File: config.mk
export PLATFORM = sky130hd
export DESIGN_NAME = jesd204b_rx_link_layer
export DESIGN_NICKNAME = d
export VERILOG_FILES = /design/src/rtl/jesd204b_pkg.sv /design/src/rtl/jesd204b_descrambler.sv /design/src/rtl/jesd204b_rx_link_layer.sv
export SDC_FILE = /design/constraint.sdc
export NUM_CORES = 1
export LEC_CHECK = 0
export CORE_ASPECT_RATIO = 1.2
export CORE_MARGIN = 10
export CORE_UTILIZATION = 46
export CTS_BUF_LIST = sky130_fd_sc_hd__clkbuf_8
export DETAILED_ROUTE_END_ITERATION = 10
export PLACE_DENSITY = 0.86
export SLEW_MARGIN = 20
export SYNTH_ARGS = -nofsm -noshare
export SYNTH_HDL_FRONTEND = slang
export SYNTH_SLANG_ARGS = --single-unit
export TNS_END_PERCENT = 1
File: constraint.sdc
create_clock -name clk -period 2.9 [get_ports clk]
set_input_delay 0.58 -clock clk [delete_from_list [all_inputs] [get_ports clk]]
set_output_delay 0.58 -clock clk [all_outputs]
set_load 0.01 [all_outputs]
File: src/rtl/jesd204b_pkg.sv
// Shared constants and state encoding for the JESD204B receive link layer.
package jesd204b_pkg;

  localparam logic [7:0] K_WORD = 8'hBC;
  localparam logic [7:0] R_WORD = 8'h1C;
  localparam logic [7:0] A_WORD = 8'h7C;
  localparam logic [7:0] F_WORD = 8'hFC;
  localparam logic [7:0] Q_WORD = 8'h9C;
  localparam int unsigned K_PARAM = 16;

  localparam logic [6:0] ILAS_TIMEOUT = 7'd80;

  typedef enum logic [1:0] {
    StIdle = 2'd0,
    StCgs  = 2'd1,
    StIlas = 2'd2,
    StData = 2'd3
  } link_state_e;

  function automatic logic is_cgs_word(logic [31:0] w, logic [3:0] k);
    return (k == 4'hF) && (w == {4{K_WORD}});
  endfunction

endpackage

File: src/rtl/jesd204b_descrambler.sv
// Self-synchronizing 1+x^14+x^15 descrambler, 32 bits per clock, MSB is the oldest bit.
// Only built into the link layer when JESD_RX_DESCRAMBLER_EN is defined.
module jesd204b_descrambler (
  input  logic        clk,
  input  logic        reset,
  input  logic [31:0] d_in,
  output logic [31:0] d_out
);

  logic [14:0] hist_q;
  logic [46:0] chain;

  // chain[i+14] / chain[i+15] are the bits received 14 / 15 positions before chain[i].
  assign chain = {hist_q, d_in};

  always_comb begin
    d_out = '0;
    for (int i = 0; i < 32; i++) begin
      d_out[i] = chain[i] ^ chain[i+14] ^ chain[i+15];
    end
  end

  always_ff @(posedge clk or posedge reset) begin
    if (reset) begin
      hist_q <= '0;
    end else begin
      hist_q <= d_in[14:0];
    end
  end

endmodule

File: src/rtl/jesd204b_rx_link_layer.sv
// JESD204B receive link layer: CGS/ILAS sync FSM, frame-char restoration, I/Q output.
// Optional descrambler enabled by defining JESD_RX_DESCRAMBLER_EN.
module jesd204b_rx_link_layer
  import jesd204b_pkg::*;
(
  input  logic        clk,
  input  logic        reset,
  input  logic [31:0] rx_par_data,
  input  logic [3:0]  rx_datak,
  input  logic        scrambler_is_on,
  output logic        sync_b,
  output logic [15:0] rx_data_i,
  output logic [15:0] rx_data_q,
  output logic        rx_valid,
  output logic [7:0]  err_cnt,
  output logic [7:0]  state_out
);

  logic [31:0] w_q;
  logic [3:0]  k_q;
  link_state_e state_q, state_d;
  logic [1:0]  cgs_cnt_q, cgs_cnt_d;
  logic [2:0]  mf_cnt_q, mf_cnt_d;
  logic        in_mf_q, in_mf_d;
  logic [6:0]  ilas_cnt_q, ilas_cnt_d;
  logic        tail_q, tail_d;
  logic [7:0]  prev_q, err_q, err_d;
  logic [31:0] data_q, desc_w, restored;
  logic        valid_q, valid_d, err_inc;
  logic        cgs_word, r_start, a_end, low_fill, tail_word;

  always_ff @(posedge clk or posedge reset) begin
    if (reset) begin
      w_q <= '0;
      k_q <= '0;
    end else begin
      w_q <= {rx_par_data[7:0], rx_par_data[15:8], rx_par_data[23:16], rx_par_data[31:24]};
      k_q <= {rx_datak[0], rx_datak[1], rx_datak[2], rx_datak[3]};
    end
  end

`ifdef JESD_RX_DESCRAMBLER_EN
  logic [31:0] desc_out;

  jesd204b_descrambler u_descrambler (
    .clk   (clk),
    .reset (reset),
    .d_in  (w_q),
    .d_out (desc_out)
  );

  assign desc_w = scrambler_is_on ? desc_out : w_q;
`else
  logic unused_scrambler_is_on;
  assign unused_scrambler_is_on = scrambler_is_on;
  assign desc_w = w_q;
`endif

  assign cgs_word  = is_cgs_word(w_q, k_q);
  assign r_start   = k_q[3] && (w_q[31:24] == R_WORD);
  assign a_end     = k_q[0] && (w_q[7:0] == A_WORD);
  assign low_fill  = k_q[0] && ((w_q[7:0] == F_WORD) || (w_q[7:0] == A_WORD));
  assign tail_word = tail_q && (k_q == 4'b0001) && (w_q[7:0] == F_WORD);

  // Unscrambled links repeat the previous octet as the frame-end character.
  always_comb begin
    restored = desc_w;
    if (low_fill) begin
`ifdef JESD_RX_DESCRAMBLER_EN
      restored[7:0] = scrambler_is_on ? w_q[7:0] : prev_q;
`else
      restored[7:0] = prev_q;
`endif
    end
  end

  always_comb begin
    state_d    = state_q;
    cgs_cnt_d  = cgs_cnt_q;
    mf_cnt_d   = mf_cnt_q;
    in_mf_d    = in_mf_q;
    ilas_cnt_d = ilas_cnt_q;
    tail_d     = tail_q;
    err_inc    = 1'b0;
    valid_d    = 1'b0;
    sync_b     = 1'b0;
    unique case (state_q)
      StIdle: begin
        state_d   = StCgs;
        cgs_cnt_d = '0;
      end
      StCgs: begin
        cgs_cnt_d = cgs_word ? cgs_cnt_q + 2'd1 : 2'd0;
        if (cgs_word && (cgs_cnt_q == 2'd3)) begin
          state_d    = StIlas;
          cgs_cnt_d  = '0;
          mf_cnt_d   = '0;
          in_mf_d    = 1'b0;
          ilas_cnt_d = '0;
        end
      end
      StIlas: begin
        sync_b     = 1'b1;
        ilas_cnt_d = ilas_cnt_q + 7'd1;
        if (r_start) in_mf_d = 1'b1;
        if (a_end && (in_mf_q || r_start)) begin
          in_mf_d  = 1'b0;
          mf_cnt_d = mf_cnt_q + 3'd1;
        end
        if (a_end && (in_mf_q || r_start) && (mf_cnt_q == 3'd3)) begin
          state_d   = StData;
          tail_d    = 1'b1;
          cgs_cnt_d = '0;
        end else if (ilas_cnt_q == ILAS_TIMEOUT) begin
          state_d   = StCgs;
          err_inc   = 1'b1;
          cgs_cnt_d = '0;
        end
      end
      StData: begin
        sync_b    = 1'b1;
        cgs_cnt_d = cgs_word ? cgs_cnt_q + 2'd1 : 2'd0;
        tail_d    = tail_word;
        if (!tail_word) begin
          err_inc = (|k_q[3:1]) || (k_q[0] && !low_fill);
          valid_d = 1'b1;
        end
        if (cgs_word && (cgs_cnt_q == 2'd3)) begin
          state_d   = StCgs;
          valid_d   = 1'b0;
          cgs_cnt_d = '0;
        end
      end
      default: state_d = StIdle;
    endcase
  end

  assign err_d = (err_inc && (err_q != 8'hFF)) ? err_q + 8'd1 : err_q;

  always_ff @(posedge clk or posedge reset) begin
    if (reset) begin
      state_q    <= StIdle;
      cgs_cnt_q  <= '0;
      mf_cnt_q   <= '0;
      in_mf_q    <= 1'b0;
      ilas_cnt_q <= '0;
      tail_q     <= 1'b0;
      err_q      <= '0;
      prev_q     <= '0;
      data_q     <= '0;
      valid_q    <= 1'b0;
    end else begin
      state_q    <= state_d;
      cgs_cnt_q  <= cgs_cnt_d;
      mf_cnt_q   <= mf_cnt_d;
      in_mf_q    <= in_mf_d;
      ilas_cnt_q <= ilas_cnt_d;
      tail_q     <= tail_d;
      err_q      <= err_d;
      valid_q    <= valid_d;
      if (valid_d) begin
        data_q <= restored;
        prev_q <= restored[7:0];
      end
    end
  end

  assign rx_data_i = data_q[31:16];
  assign rx_data_q = data_q[15:0];
  assign rx_valid  = valid_q;
  assign err_cnt   = err_q;
  assign state_out = {6'b0, state_q};

endmodule
==> impl_metrics.toml, run 1 <==
[layout]
finalNetCount = 414
layoutNonFillerInstCount = 464
drive_above_1_share_pct = 20.05
n_fill_cell = 580
diodes = 0
fin_util_pct = 60.94
area_growth_pct = 29.65

[cts]
clkLatencyLatePin_ps = 350
cts.sinks = 93
cts_tree = "done"
htree_levels = 3
cts_made_buffers = 9
postCtsSetupBuffers = 0
clk_path_buf_depth = 2
cts_resized = 0
clk_pin_slew_ps = 80
cts_root_buffer = "clkbuf_8"
cts_hold_buf = 0

[synth]
ys_warn_count = 0
synthArstFlopShare_pct = 100.0
synthDistinctLibCells = 51
syn_area_um2 = 3790
synth.area.top_cells = "dfrtp_1, mux2_2, ha_1, and3_1, a221o_1"
synth_edf_count = 0
synth_top_area_share_pct = 61.41
yosysMostFrequentCell = "dfrtp_1"
synth_top_area_cell = "dfrtp_1"
ys_top_cells_by_count = "dfrtp_1, mux2_2, nand2_1"
ys_seq_area_share_pct = 61.41
synth.avg_cell_area_um2 = 13.83
syn_inst = 274
synth_flop_cell = "dfrtp_1"
ys_ff_latch = 93

[sta]
min_period_ps = 2565
period_share_pct = 88.46
rsz0062_at_grt = "no"
finalHoldViolations = 0
max_slew_margin_pct = 55.99
fin_hold_ws_ps = 503.4
finalSetupViolCount = 0
worst_pin_slew_ps = 656.2
clock_skew_ps = 9.743
tns_ps = 0
slew_violations = 0
fmax_mhz = 389.8

[pwr]
ir_worst_vdd_mv = 0.3796
power.density_nw_per_um2 = 458.3
p_leak_nw = 2.272
power.total_mw = 2.252

[place]
numPortBuffers = 81
dp_hpwl_um = 6237
gp_congestion = 0.8703
place_inst = 450

[detailed_routing]
vias_per_cell = 5.390
dr.pass1.iters = 5
drt-initial-drc-count = 116
route.detailed.drc = 0
via_count = 2501
antenna_left = 0
wl_um = 8132
wire_per_inst_um = 17.53

[worst_setup_path]
worst_setup_path_end_kind = "output port"
critical_path_arrival_ps = 1990
path_max_fanout = 6
cp.required_ps = 2320
cp-start-kind = "flip-flop"
worst-setup-path-type = "reg2out"

[floorplanning]
core-area_um2 = 8063
die_w_um = 102.9
floorplan.initialDensity_pct = 47.00
io_pins = 89
dieArea_um2 = 12280
die_y_um = 119.4
placementRows = 36

[outcome]
status = "finished clean"

[grt]
grt_remaining_overflow = 0
grt_pass1_vias = 2797
grt.total_usage_pct = 13.88
grt_pass1_wl_um = 13410
grt_max_degree = 52
antenna_found_initial = 0

[flow_run]
cap_violations = 0

[min_path]
hp-class = "reg2reg"
-- where the power goes --
group	switching, mW	leakage [nW]	total [mW]	internal [mW]
sequential	0.0160	1.21	1.34	1.32
combinational	0.0404	0.971	0.0926	0.0522
clock	0.412	0.0902	0.822	0.411
-- metal layers --
metal  vias up  GRT usage (%)  part of all wire, %
met5         -              0                    0
met4         0          5.139                  1.3
met3        11          4.916                  6.9
met2        79          24.73                   53
met1      1245          14.46                   39
li1       1166              -                    -
-- through the flow --
step | setup WS [ps] | cell area (um2)
after floorplan | 827.8 | 3812
after global placement | 582.7 | 4726
after detailed placement | 532.5 | 4726
after CTS | 327.9 | 4913
after global routing | 216.9 | 4913
final | 334.6 | 4913
-- flip-flops by register name, indices dropped and copies added (netlist names), 3 cells and up --
signal and count:
mf_cnt_q 3, k_q 4, desc_w 32, err_cnt 8, data_q 25, prev_q 7, ilas_cnt_q 7
-- worst max-delay path, cell delays in order, from the launching register on --
cell and delay (ps):
dfrtp_1 450, ha_1 320, or2_2 360, clkdlybuf4s50_1 500
-- worst paths after layout --
kind / cells after the start / slack, ps / startpoint / to
setup / recovery: 3 / 330 / state_q[0] / sync_b
hold / removal: 1 / 500 / cgs_cnt_q[0] / cgs_cnt_q[0]
setup reg to reg: 5 / 500 / desc_w[9] / ilas_cnt_q[5]
hold reg to reg: 1 / 500 / cgs_cnt_q[0] / cgs_cnt_q[0]
max in group asynchronous: 3 / 1670 / reset / mf_cnt_q[0]
min in group asynchronous: 2 / 600 / reset / prev_q[0]
-- cells by family (layout without fill, tap and decap cells) --
group | after synthesis | in the layout | synth area share, %
compound gates | 36 | 36 | 7.231
xor+xnor | 2 | 2 | 0.4623
fa+ha+maj | 9 | 9 | 2.971
buf+inv | 19 | 109 | 2.542
flops | 93 | 93 | 61.41
mux | 42 | 42 | 12.41
other cells | 1 | 6 | 0.09895
simple gates | 72 | 72 | 12.88
-- layout by cell type, fill, tap and decap left out, types with 4 or more instances in the layout --
master | synthesis | final
a21oi_1 | 4 | 4
a221o_1 | 5 | 5
and3_1 | 9 | 9
clkbuf_8 | 0 | 10
clkdlybuf4s50_1 | 0 | 81
conb_1 | 1 | 6
dfrtp_1 | 93 | 93
ha_1 | 9 | 9
inv_1 | 10 | 9
mux2_2 | 40 | 40
nand2_1 | 12 | 12
nand3_1 | 6 | 6
nor2_1 | 9 | 9
nor3_1 | 6 | 6
o21ai_0 | 10 | 10
-- area by class of cell --
type / count / area (um2) / area share (%)
flip-flops and latches: 93 / 2327 / 47.36
multi-input cells: 167 / 1385 / 28.19
repair buffers: 85 / 853.3 / 17.37
clock buffers: 10 / 137.6 / 2.801
well taps: 95 / 118.9 / 2.419
clock inverters: 4 / 50.05 / 1.019
inverters: 10 / 41.29 / 0.8403
Power figures use the tool's default switching activity.
==> run 2: changes to the inputs <==
Settings changed: CAP_MARGIN set to 30, CORE_MARGIN 10 to 2.
==> impl_metrics.toml, run 2 (synthesis gave the netlist of run 1 again) <==
[layout]
fin_area_um2 = 4928
mostFrequentLayoutCell = "dfrtp_1"
n_fill_cell = 600
largest_reg_flops = 32
drive_above_1_share_pct = 19.78
diodes = 0
final_cell_mix = "dfrtp_1, clkdlybuf4s50_1, mux2_2"
area_growth_pct = 30.04
finalNetCount = 414

[cts]
clk_path_buf_depth = 2
clkLatencyLatePin_ps = 360
clk_pin_slew_ps = 80
cts_tree = "done"
cts_hold_buf = 0
htree_levels = 3
postCtsSetupBuffers = 0
cts_root_buffer = "clkbuf_8"
cts_made_buffers = 9
cts.sinks = 93
cts_resized = 0

[sta]
min_period_ps = 2544
worst_pin_slew_ps = 679.3
tns_ps = 0
layout_setup_ws_ps = 355.7
finalSetupViolCount = 0
rsz0062_at_grt = "no"
max_slew_margin_pct = 54.50
clock_skew_ps = 7.257
period_share_pct = 87.73
finalHoldViolations = 0
fmax_mhz = 393.0
slew_violations = 0

[worst_setup_path]
ff2ff_setup_slack_ps = 480
cp.required_ps = 2320
cp-start-kind = "flip-flop"
critical_path_arrival_ps = 1960
cp-startpoint = "state_q[0]"
worst-setup-path-type = "reg2out"
r2r-start = "desc_w[9]"
path_depth = 3
critical_path.top_delay_family = "buffers and inverters"
path_max_fanout = 6
worst_setup_path_end_kind = "output port"
crit_end = "sync_b"
slowest_delay_ps = 490
cp_cell_sequence = "ha_1 -> or2_2 -> clkdlybuf4s50_1"
cp.buffers_inverters = 1
r2r_end = "ilas_cnt_q[4]"
rr_worst_depth = 5
slowest_stage = "clkdlybuf4s50_1"

[detailed_routing]
antenna_left = 0
wl_met1_um = 3029
via_count = 2538
drt-initial-drc-count = 131
wire_per_inst_um = 16.52
wl_um = 7663
route.detailed.drc = 0
vias_per_cell = 5.470
wl_met3_um = 439
dr.pass1.iters = 5
dr.max_layer_used = "met4"
route.met2.wl_um = 4039

[pwr]
p_leak_nw = 2.280
power.density_nw_per_um2 = 470.9
p_sw_mw = 0.4755
combPwrFrac_pct = 4.0
switching_share_pct = 20.49
p_int_mw = 1.845
clkPwrFrac_pct = 38.4
p_seq_share_pct = 57.6
ir_worst_vdd_mv = 0.3750

[grt]
grt_remaining_overflow = 0
grt_max_degree = 51
grt_pass1_vias = 2610
grt.total_usage_pct = 17.90
antenna_found_initial = 0
grt_pass1_wl_um = 12130

[floorplanning]
placementRows = 36
die_y_um = 103.4
core-area_um2 = 8063
die_w_um = 86.86
floorplan.initialDensity_pct = 47.00
io_pins = 89
dieArea_um2 = 8984

[min_path]
hp-class = "reg2reg"

[place]
post-place-ws_ps = 549.1
dpl_cell_area_um2 = 4726
numPortBuffers = 81
dp_hpwl_um = 5627
gp_congestion = 0.9262

[outcome]
status = "finished clean"

[flow_run]
cap_violations = 0
## run 2: changes by cell type in the layout (fill, tap and decap cells not counted), sizes merged
cell	before	now
bufinv	1	2
clkbuf	10	9
inv	9	10
clkinv	1	0
## run 2: area by class of cell
type	instances	area (um2)	area share, %
clock buffers	9	123.9	2.513
clock inverters	5	78.83	1.599
inverters	10	41.29	0.8378
multi-input cells	167	1385	28.10
flip-flops and latches	93	2327	47.22
well taps	95	118.9	2.412
repair buffers	85	853.3	17.31
## run 2: worst register-to-register path, cell delays in order (launching register included)
cell     delay [ps]
dfrtp_1         380
nor4b_1         380
nand4_1         320
o41ai_4         570
o21ai_2         250
a221o_1         410
## run 2: how the worst min path moves through the flow
| stage | cells past startpoint | endpoint | start | slack, ps |
|---|---|---|---|---|
| after floorplan | 2 | cgs_cnt_q[1] | cgs_cnt_q[1] | 450 |
| after global placement | 2 | cgs_cnt_q[1] | cgs_cnt_q[1] | 470 |
| after detailed placement | 1 | data_q[19] | desc_w[19] | 490 |
| after CTS | 1 | data_q[12] | desc_w[12] | 510 |
| after global routing | 1 | data_q[11] | desc_w[11] | 520 |
| final | 1 | prev_q[4] | desc_w[4] | 510 |
## run 2: power by group through the flow
stage               registers [mW]  clock network [mW]  logic, mW
global placement              1.36                   0     0.0931
finish                        1.34               0.890     0.0932
CTS                           1.34               0.908     0.0956
floorplan                     1.36                   0     0.0375
detailed placement            1.36                   0     0.0952
global route                  1.34               0.970      0.103
## run 2: metrics by stage
| step | power [mW] | util (%) | hold WS [ps] | cells |
|---|---|---|---|---|
| 2_1_floorplan | 1.395 | - | 453.8 | 279 |
| 3_5_place_dp | 1.459 | 58.61 | 488.1 | 450 |
| 5_1_grt | 2.413 | 61.13 | 520.6 | 464 |
| 3_3_place_gp | 1.455 | 58.61 | 472.3 | 450 |
| 4_1_cts | 2.341 | 61.13 | 507.6 | 464 |
| 6_report | 2.321 | 61.13 | 507.0 | 464 |
## run 2: layer usage
| layer | track usage (%) | up-vias |
|---|---|---|
| met2 | 30.42 | 98 |
| met3 | 6.111 | 18 |
| li1 | - | 1176 |
| met4 | 7.813 | 0 |
| met5 | 0 | - |
| met1 | 20.58 | 1246 |
==> run 3: changes to the inputs <==
Settings changed: CORE_MARGIN 2 to 1.
==> impl_metrics.toml, run 3 (synthesis gave the netlist of run 1 again) <==
[layout]
finalNetCount = 413
final_cell_mix = "dfrtp_1, clkdlybuf4s50_1, mux2_2"
n_fill_cell = 592
mostFrequentLayoutCell = "dfrtp_1"
diodes = 0
fin_util_pct = 62.59
drive_above_1_share_pct = 20.27
largest_reg_flops = 32
area_growth_pct = 29.45
fin_area_um2 = 4906

[detailed_routing]
wire_per_inst_um = 15.49
dr.pass1.iters = 9
antenna_left = 0
wl_um = 7156
drt-initial-drc-count = 107
via_count = 2530
vias_per_cell = 5.476
route.detailed.drc = 4

[sta]
finalSetupViolCount = 0
period_share_pct = 92.81
rsz0062_at_grt = "no"
min_period_ps = 2692
worst_pin_slew_ps = 638.2
fmax_mhz = 371.5
tns_ps = 0
max_slew_margin_pct = 57.36
finalHoldViolations = 0
slew_violations = 0
clock_skew_ps = 8.662

[cts]
cts_made_buffers = 9
cts_resized = 0
clk_pin_slew_ps = 90
cts_root_buffer = "clkbuf_8"
htree_levels = 3
postCtsSetupBuffers = 0
cts_hold_buf = 0
cts_tree = "done"
cts.sinks = 93
clkLatencyLatePin_ps = 350
clk_path_buf_depth = 2

[worst_setup_path]
worst-setup-path-type = "reg2out"
critical_path_arrival_ps = 2110
path_max_fanout = 16
cp-start-kind = "flip-flop"
cp.required_ps = 2320
worst_setup_path_end_kind = "output port"

[pwr]
p_int_mw = 1.705
combPwrFrac_pct = 4.1
p_seq_share_pct = 59.8
p_leak_nw = 2.275
power.density_nw_per_um2 = 456.1
p_sw_mw = 0.5323
switching_share_pct = 23.79
ir_worst_vdd_mv = 0.3617
clkPwrFrac_pct = 36.1

[min_path]
hp-class = "reg2reg"

[flow_run]
cap_violations = 0

[outcome]
status = "finished with violations"
violations = "design-rule violations"

[floorplanning]
placementRows = 35
core-area_um2 = 7839
io_pins = 89
floorplan.initialDensity_pct = 48.35
die_w_um = 84.86
die_y_um = 101.4
dieArea_um2 = 8607

[grt]
grt_remaining_overflow = 0
use_met1_pct = 23.37
antenna_found_initial = 0
grt.total_usage_pct = 18.63
grt_pass1_vias = 2567
grt_max_degree = 46
grt_pass1_wl_um = 12220
met3_usage_pct = 4.156
top_usage_layer = "met2"
use_met2_pct = 30.83

[place]
gp_congestion = 0.8911
dp_hpwl_um = 5287
numPortBuffers = 81
dpl_cell_area_um2 = 4715
==> run 3: cell types whose count changed in the layout (fill, tap and decap cells not counted) <==
cell        change
clkinv_8        +1
inv_8           +1
inv_6           +2
clkinv_4        +2
buf_4           -1
clkinv_2        +1
bufinv_16       -2
clkinvlp_4      -2
inv_1           -1
==> run 3: cell type report <==
class | instances | area, um2 | area share [%]
Sequential cell | 93 | 2327 | 47.44
Multi-Input combinational cell | 167 | 1385 | 28.23
Timing Repair Buffer | 84 | 845.8 | 17.24
Clock buffer | 9 | 123.9 | 2.525
Tap cell | 92 | 115.1 | 2.346
Clock inverter | 7 | 67.56 | 1.377
Inverter | 10 | 41.29 | 0.8416
==> run 3: worst max-delay path: stages (launching register included) <==
cell and delay (ps):
dfrtp_1 440, inv_1 80, ha_1 480, or2_2 240
clkdlybuf4s50_1 530
==> run 3: final timing paths <==
check / startpoint / to / slack, ps / cells after the start
worst min-delay path: cgs_cnt_q[1] / cgs_cnt_q[1] / 500 / 2
min in group asynchronous: reset / rx_valid / 650 / 2
worst max register to register: desc_w[9] / ilas_cnt_q[4] / 500 / 5
worst min register to register: cgs_cnt_q[1] / cgs_cnt_q[1] / 500 / 2
max in group asynchronous: reset / err_cnt[7] / 1570 / 3
worst max-delay path: state_q[0] / sync_b / 210 / 4
==> run 3: per-stage QoR <==
step | total power [mW] | hold slack [ps] | std cells | setup WS, ps
after floorplan | 1.395 | 453.8 | 279 | 827.8
after global placement | 1.454 | 471.8 | 446 | 567.2
after detailed placement | 1.458 | 487.1 | 446 | 515.0
after CTS | 2.266 | 510.0 | 462 | 198.3
after global routing | 2.344 | 532.9 | 462 | 94.54
final | 2.238 | 503.9 | 462 | 208.4
==> run 3: power groups by stage <==
| stage | Combinational, mW | Clock, mW | Sequential, mW |
|---|---|---|---|
| 2_1_floorplan | 0.0375 | 0 | 1.36 |
| 3_3_place_gp | 0.0927 | 0 | 1.36 |
| 3_5_place_dp | 0.0948 | 0 | 1.36 |
| 4_1_cts | 0.0947 | 0.834 | 1.34 |
| 5_1_grt | 0.103 | 0.899 | 1.34 |
| 6_report | 0.0921 | 0.808 | 1.34 |
==> run 3: layer usage <==
layer | routed length, um | up-vias
met4 | 165 | 0
li1 | - | 1176
met3 | 329 | 15
met1 | 2972 | 1262
met5 | 0 | -
met2 | 3689 | 77
